**src/rtl/vga_axil_pkg.sv**
```systemverilog
// Shared types for the VGA register block: AXI-Lite data, native addressing and
// the memory-arbiter request/pipeline types.
package vga_axil_pkg;

    localparam int AXIL_DATA_WIDTH   = 32;
    localparam int NATIVE_ADDR_WIDTH = 10;
    localparam int VGA_NUM_REQ       = 2;

    typedef logic [AXIL_DATA_WIDTH-1:0]   axil_data_t;
    typedef logic [NATIVE_ADDR_WIDTH-1:0] native_addr_t;
    typedef logic [$clog2(VGA_NUM_REQ)-1:0] req_id_t;

    typedef struct packed {
        logic         we;
        native_addr_t addr;
        axil_data_t   wdata;
    } mem_op_t;

    // ISSUE and RESP can be live together when accesses are back to back.
    typedef enum logic [1:0] {
        PIPE_EMPTY,
        PIPE_ISSUE,
        PIPE_RESP,
        PIPE_ISSUE_RESP
    } pipe_state_t;

    function automatic int id_width(input int n);
        return (n > 1) ? $clog2(n) : 1;
    endfunction

endpackage

```
**src/rtl/vga_rr_arbiter.sv**
```systemverilog
// Round-robin grant generator: one-hot grant from the request vector, searching
// upward from the requester after the last winner.
module vga_rr_arbiter
    import vga_axil_pkg::*;
#(
    parameter int NUM_REQ = 2,
    localparam int ID_W   = id_width(NUM_REQ)
) (
    input  logic                clk_i,
    input  logic                arst_i,
    input  logic [NUM_REQ-1:0]  req_i,
    input  logic                advance_i,
    output logic [NUM_REQ-1:0]  grant_o,
    output logic [ID_W-1:0]     grant_id_o
);

    logic [ID_W-1:0] last_grant_q;
    logic [ID_W-1:0] last_grant_d;
    logic            found;

    // The double loop keeps every bit select on a loop constant.
    always_comb begin
        grant_o    = '0;
        grant_id_o = last_grant_q;
        found      = 1'b0;
        for (int off = 1; off <= NUM_REQ; off++) begin
            for (int i = 0; i < NUM_REQ; i++) begin
                if (!found && req_i[i] && (i == (int'(last_grant_q) + off) % NUM_REQ)) begin
                    found      = 1'b1;
                    grant_o[i] = 1'b1;
                    grant_id_o = ID_W'(i);
                end
            end
        end
    end

    assign last_grant_d = advance_i ? grant_id_o : last_grant_q;

    // Reset points at the highest id so requester 0 wins the first contest.
    always_ff @(posedge clk_i or posedge arst_i) begin
        if (arst_i) begin
            last_grant_q <= ID_W'(NUM_REQ - 1);
        end else begin
            last_grant_q <= last_grant_d;
        end
    end

endmodule

```
**src/rtl/vga_mem_arbiter.sv**
```systemverilog
// Shares one synchronous single-port memory between NUM_REQ native requesters,
// with registered memory outputs and in-order responses two cycles after accept.
module vga_mem_arbiter
    import vga_axil_pkg::*;
#(
    parameter int NUM_REQ    = VGA_NUM_REQ,
    parameter int ADDR_WIDTH = NATIVE_ADDR_WIDTH,
    parameter int DATA_WIDTH = AXIL_DATA_WIDTH
) (
    input  logic                                clk_i,
    input  logic                                arst_i,
    input  logic [NUM_REQ-1:0]                  req_valid_i,
    output logic [NUM_REQ-1:0]                  req_ready_o,
    input  logic [NUM_REQ-1:0]                  req_write_i,
    input  logic [NUM_REQ-1:0][ADDR_WIDTH-1:0]  req_addr_i,
    input  logic [NUM_REQ-1:0][DATA_WIDTH-1:0]  req_wdata_i,
    output logic [NUM_REQ-1:0]                  rsp_valid_o,
    output logic [DATA_WIDTH-1:0]               rsp_rdata_o,
    output logic                                mem_en_o,
    output logic                                mem_we_o,
    output logic [ADDR_WIDTH-1:0]               mem_addr_o,
    output logic [DATA_WIDTH-1:0]               mem_wdata_o,
    input  logic [DATA_WIDTH-1:0]               mem_rdata_i
);

    localparam int ID_W = id_width(NUM_REQ);

    logic [NUM_REQ-1:0]    grant;
    logic [ID_W-1:0]       grant_id;
    logic                  handshake;

    logic                  mem_en_q,    mem_en_d;
    logic                  mem_we_q,    mem_we_d;
    logic [ADDR_WIDTH-1:0] mem_addr_q,  mem_addr_d;
    logic [DATA_WIDTH-1:0] mem_wdata_q, mem_wdata_d;
    logic [ID_W-1:0]       iss_id_q,    iss_id_d;
    logic                  rsp_valid_q, rsp_valid_d;
    logic                  rsp_we_q,    rsp_we_d;
    logic [ID_W-1:0]       rsp_id_q,    rsp_id_d;

    pipe_state_t           pipe_state;
    logic                  rsp_active;

    vga_rr_arbiter #(.NUM_REQ(NUM_REQ)) u_rr (
        .clk_i      (clk_i),
        .arst_i     (arst_i),
        .req_i      (req_valid_i),
        .advance_i  (handshake),
        .grant_o    (grant),
        .grant_id_o (grant_id)
    );

    assign req_ready_o = arst_i ? '0 : grant;
    assign handshake   = |(req_valid_i & req_ready_o);

    // Address/wdata only load on an accept; idle cycles just drop the enables.
    always_comb begin
        mem_en_d    = handshake;
        mem_we_d    = handshake & req_write_i[grant_id];
        mem_addr_d  = handshake ? req_addr_i[grant_id]  : mem_addr_q;
        mem_wdata_d = handshake ? req_wdata_i[grant_id] : mem_wdata_q;
        iss_id_d    = grant_id;
        rsp_valid_d = mem_en_q;
        rsp_we_d    = mem_we_q;
        rsp_id_d    = iss_id_q;
    end

    always_ff @(posedge clk_i or posedge arst_i) begin
        if (arst_i) begin
            mem_en_q    <= 1'b0;
            mem_we_q    <= 1'b0;
            mem_addr_q  <= '0;
            mem_wdata_q <= '0;
            iss_id_q    <= '0;
            rsp_valid_q <= 1'b0;
            rsp_we_q    <= 1'b0;
            rsp_id_q    <= '0;
        end else begin
            mem_en_q    <= mem_en_d;
            mem_we_q    <= mem_we_d;
            mem_addr_q  <= mem_addr_d;
            mem_wdata_q <= mem_wdata_d;
            iss_id_q    <= iss_id_d;
            rsp_valid_q <= rsp_valid_d;
            rsp_we_q    <= rsp_we_d;
            rsp_id_q    <= rsp_id_d;
        end
    end

    always_comb begin
        case ({mem_en_q, rsp_valid_q})
            2'b00:   pipe_state = PIPE_EMPTY;
            2'b10:   pipe_state = PIPE_ISSUE;
            2'b01:   pipe_state = PIPE_RESP;
            default: pipe_state = PIPE_ISSUE_RESP;
        endcase
    end

    assign rsp_active = (pipe_state == PIPE_RESP) || (pipe_state == PIPE_ISSUE_RESP);

    // Memory read data lines up with the response stage; writes ack with zero.
    always_comb begin
        rsp_valid_o = '0;
        if (rsp_active) begin
            rsp_valid_o[rsp_id_q] = 1'b1;
        end
        rsp_rdata_o = (rsp_active && !rsp_we_q) ? mem_rdata_i : '0;
    end

    assign mem_en_o    = mem_en_q;
    assign mem_we_o    = mem_we_q;
    assign mem_addr_o  = mem_addr_q;
    assign mem_wdata_o = mem_wdata_q;

endmodule
```
**config.mk**
```make
export PLATFORM = sky130hd
export DESIGN_NAME = vga_mem_arbiter
export DESIGN_NICKNAME = d
export VERILOG_FILES = /design/src/rtl/vga_axil_pkg.sv /design/src/rtl/vga_rr_arbiter.sv /design/src/rtl/vga_mem_arbiter.sv
export SDC_FILE = /design/constraint.sdc
export NUM_CORES = 1
export LEC_CHECK = 0
export BUFFER_PORTS_ARGS = -buffer_cell sky130_fd_sc_hd__buf_2
export CORE_MARGIN = 4
export CORE_UTILIZATION = 45
export DETAILED_ROUTE_END_ITERATION = 16
export PLACE_DENSITY_LB_ADDON = 0.08
export SLEW_MARGIN = 20
export SYNTH_ARGS = -nofsm -noshare
export SYNTH_HDL_FRONTEND = slang
export SYNTH_SLANG_ARGS = --single-unit
export TNS_END_PERCENT = 20
```
**constraint.sdc**
```tcl
create_clock -name clk_i -period 4.9 [get_ports clk_i]
set_input_delay 0.49 -clock clk_i [delete_from_list [all_inputs] [get_ports clk_i]]
set_output_delay 0.49 -clock clk_i [all_outputs]
set_load 0.02 [all_outputs]
```
==> results_dict.tcl <==
set metrics [dict create \
    grt_max_degree 87 \
    number_of_buffer_cells_added_on_primary_ports 201 \
    internal-power_uw 821 \
    peak_clock_frequency_supported_by_timing_mhz 386 \
    antennaDiodeCount 0 \
    synth.top_cell.area_share 0.414 \
    placement.setup.worst_slack_ps 2530 \
    synthesis.instances 300 \
    die_y_microns 88.3 \
    timing.critical_path.depth 4 \
    clkLatencyLatePin_ps 300 \
    final_common_cell "sky130_fd_sc_hd__buf_2" \
    synth_warnings 0 \
    drv_cap 0 \
    r2r_start "u_rr.last_grant_q$_DFFE_PP1P_" \
    groute.usage.overall 0.219 \
    p_comb_frac 0.374 \
    boundaryPins 202 \
    ys_seq_area_frac 0.423 \
    cell_family_with_most_cp_delay "flip-flops" \
    power_frac_clock 0.230 \
    r2r_cells 4 \
    worst_pin_slew_ps 994 \
    hold_violations 0 \
    worstSetupEndpointType "primary output" \
    grt_first_pass_wirelength_mm 13.3 \
    setup_slack_ps 2310 \
    cts_tree "done" \
    ctsLongestPathBuffers 2 \
    worstPathRequired_ps 4410 \
    path_clk_slew_ps 90 \
    peakVddDrop_mv 0.183 \
    antenna_left 0 \
    timing.final.crit_share 0.529 \
    crit_path_end "req_ready_o[1]" \
    net_switching_fraction_of_the_power 0.370 \
    net-switching-power_uw 483 \
    critical_path.slowest_cell "sky130_fd_sc_hd__dfstp_2" \
    cts_repair_resized_insts 0 \
    numCtsBuffers 5 \
    worst_path_largest_cell_delay_ps 610 \
    outcome "finished, final reports clean" \
    synth_nets 422 \
    post-cts-setup-buffers 0 \
    layout.cells.most_common_list "sky130_fd_sc_hd__buf_2 (201), sky130_fd_sc_hd__dfrtp_1 (48), sky130_fd_sc_hd__nor2_1 (44)" \
    crit_arrival_ps 2100 \
    reg2reg_end "mem_wdata_o[7]$_DFFE_PP0P_" \
    globalplace.congestion 0.845 \
    finalSetupTns_ps 0 \
    cts_max_level 2 \
    max_slew_margin 0.336 \
    viasPerCell 5.10 \
    cts_num_sinks 49 \
    post_route_cells_drive_above_1_share 0.540 \
    initialDrtViolationCount 155 \
    r2r_slack_ps 2870 \
    holdBufCountCts 0 \
    setup.worst_path.start_class "register" \
    grt-ovfl-total 0 \
    drt-wirelength-per-cell_microns 15.9 \
    grt_antenna_before_repair 0 \
    yosysUniqueCellTypes 25 \
    detailroute.via_count 2847 \
    drc 0 \
    avgSynthCellArea_sq_um 9.66 \
    crit_chain "and2_1 > buf_4 > nor2_1 > buf_2" \
    crit_path_max_fanout 30 \
    layout.nets 604 \
    timing.critical_path.buf_inv 2 \
    post-dp-hpwl_mm 6.56 \
    synth_largest_area_cell "sky130_fd_sc_hd__dfrtp_1" \
    holdCritPathClass "input port to asynchronous set/reset pin" \
    setup_viol 0 \
    core.rowCount 28 \
    finClkSkew_ps 5.49 \
    core_area_sq_um 6100 \
    power_leakage_nw 1.95 \
    power_frac_seq 0.396 \
    finalWirelength_mm 8.86 \
    die_area_sq_um 7790 \
    grt_pass1_vias 2620 \
    power.density_nw_per_um2 338 \
    drv_slew 0 \
    cts-root-buf "sky130_fd_sc_hd__clkbuf_8" \
    top_post_synthesis_cells_by_area "sky130_fd_sc_hd__dfrtp_1 (41%), sky130_fd_sc_hd__nand3_2 (14%), sky130_fd_sc_hd__a31oi_1 (8.6%)" \
    synth_seq_cells 49 \
    post_synth_instance_area_sq_um 2900 \
    launching_element_of_the_worst_setup_path "u_rr.last_grant_q$_DFFE_PP1P_" \
    firstDrtPassIters 4 \
    area_delta_synth_final_pct 32.8 \
    grt_setup_unrepaired "no" \
    fill_cells 563 \
    start_util 0.476 \
    min_period_ps 2590 \
    setup.worst_path.class "register to primary output" \
    floorplan.die.width_microns 88.3 \
]
synthesized netlist by cell type:
cell and n:
sky130_fd_sc_hd__buf_2 12, sky130_fd_sc_hd__nor2_2 1, sky130_fd_sc_hd__o21ba_1 1, sky130_fd_sc_hd__a21oi_1 1, sky130_fd_sc_hd__and2_1 34, sky130_fd_sc_hd__bufbuf_8 4
sky130_fd_sc_hd__nand2_1 3, sky130_fd_sc_hd__nand2b_1 1, sky130_fd_sc_hd__o21ai_1 29, sky130_fd_sc_hd__or2_1 1, sky130_fd_sc_hd__o21ai_0 15, sky130_fd_sc_hd__a31oi_1 40
sky130_fd_sc_hd__buf_6 7, sky130_fd_sc_hd__nor2_1 44, sky130_fd_sc_hd__nor2b_1 2, sky130_fd_sc_hd__dfstp_2 1, sky130_fd_sc_hd__dfrtp_1 48, sky130_fd_sc_hd__a21boi_1 1
sky130_fd_sc_hd__nand3_2 40, sky130_fd_sc_hd__buf_12 4, sky130_fd_sc_hd__clkbuf_2 1, sky130_fd_sc_hd__clkbuf_1 3, sky130_fd_sc_hd__a31oi_2 2, sky130_fd_sc_hd__nand3_1 3
sky130_fd_sc_hd__inv_1 2
cells by family after synthesis:
group / share of synthesized area
AND/OR/NAND/NOR: 0.288
AO/OA/AOI/OAI: 0.179
flip-flops: 0.423
buffers and inverters: 0.110
worst min-delay path by stage:
stage	from	end	slack [ps]	cells past startpoint
after CTS	iss_id_q$_DFF_PP0_	rsp_id_q$_DFF_PP0_	360	0
after global routing	iss_id_q$_DFF_PP0_	rsp_id_q$_DFF_PP0_	360	0
after floorplan	iss_id_q$_DFF_PP0_	rsp_id_q$_DFF_PP0_	330	0
final	arst_i	mem_wdata_o[10]$_DFFE_PP0P_	350	2
after detailed placement	iss_id_q$_DFF_PP0_	rsp_id_q$_DFF_PP0_	340	0
after global placement	iss_id_q$_DFF_PP0_	rsp_id_q$_DFF_PP0_	330	0
layer usage:
layer  part of all wire  track usage  routed length, microns  vias up
li1                   -            -                       -     1410
met4              0.015       0.0591                     130        0
met2               0.49        0.371                    4360      132
met5                  0            0                       0        -
met1               0.40        0.281                    3540     1293
met3              0.094       0.0521                     831       12
registers in the layout, indices dropped and copies added, names as in the netlist:
register	count
mem_en_o	1
mem_addr_o	10
rsp_valid_q	1
u_rr.last_grant_q	1
mem_we_o	1
mem_wdata_o	32
rsp_we_q	1
rsp_id_q	1
iss_id_q	1
power groups by stage:
| stage | Combinational, mW | Sequential [mW] | Clock (mW) |
|---|---|---|---|
| after floorplan | 0.272 | 0.603 | 0 |
| after global placement | 0.488 | 0.523 | 0 |
| after detailed placement | 0.493 | 0.526 | 0 |
| after CTS | 0.494 | 0.518 | 0.305 |
| after global routing | 0.535 | 0.527 | 0.324 |
| final | 0.487 | 0.517 | 0.300 |
layout make-up:
| class | instances | area, sq um | share of cell area |
|---|---|---|---|
| sequential | 49 | 1230 | 0.319 |
| clock buffer | 7 | 86.3 | 0.0224 |
| multi-input combinational | 218 | 1360 | 0.353 |
| tap | 75 | 93.8 | 0.0244 |
| clock inverter | 1 | 30.0 | 0.00780 |
| timing repair buffer | 206 | 1040 | 0.271 |
| inverter | 2 | 8.76 | 0.00227 |
through the flow:
step / power, mW / hold slack (ps) / cells / area [sq um] / util
finish: 1.30 / 350 / 558 / 3850 / 0.632
global placement: 1.01 / 334 / 550 / 3730 / 0.612
floorplan: 0.875 / 331 / 300 / 2900 / -
global route: 1.39 / 360 / 558 / 3850 / 0.632
CTS: 1.32 / 356 / 558 / 3850 / 0.632
detailed placement: 1.02 / 336 / 550 / 3730 / 0.612
Power figures use the tool's default switching activity.
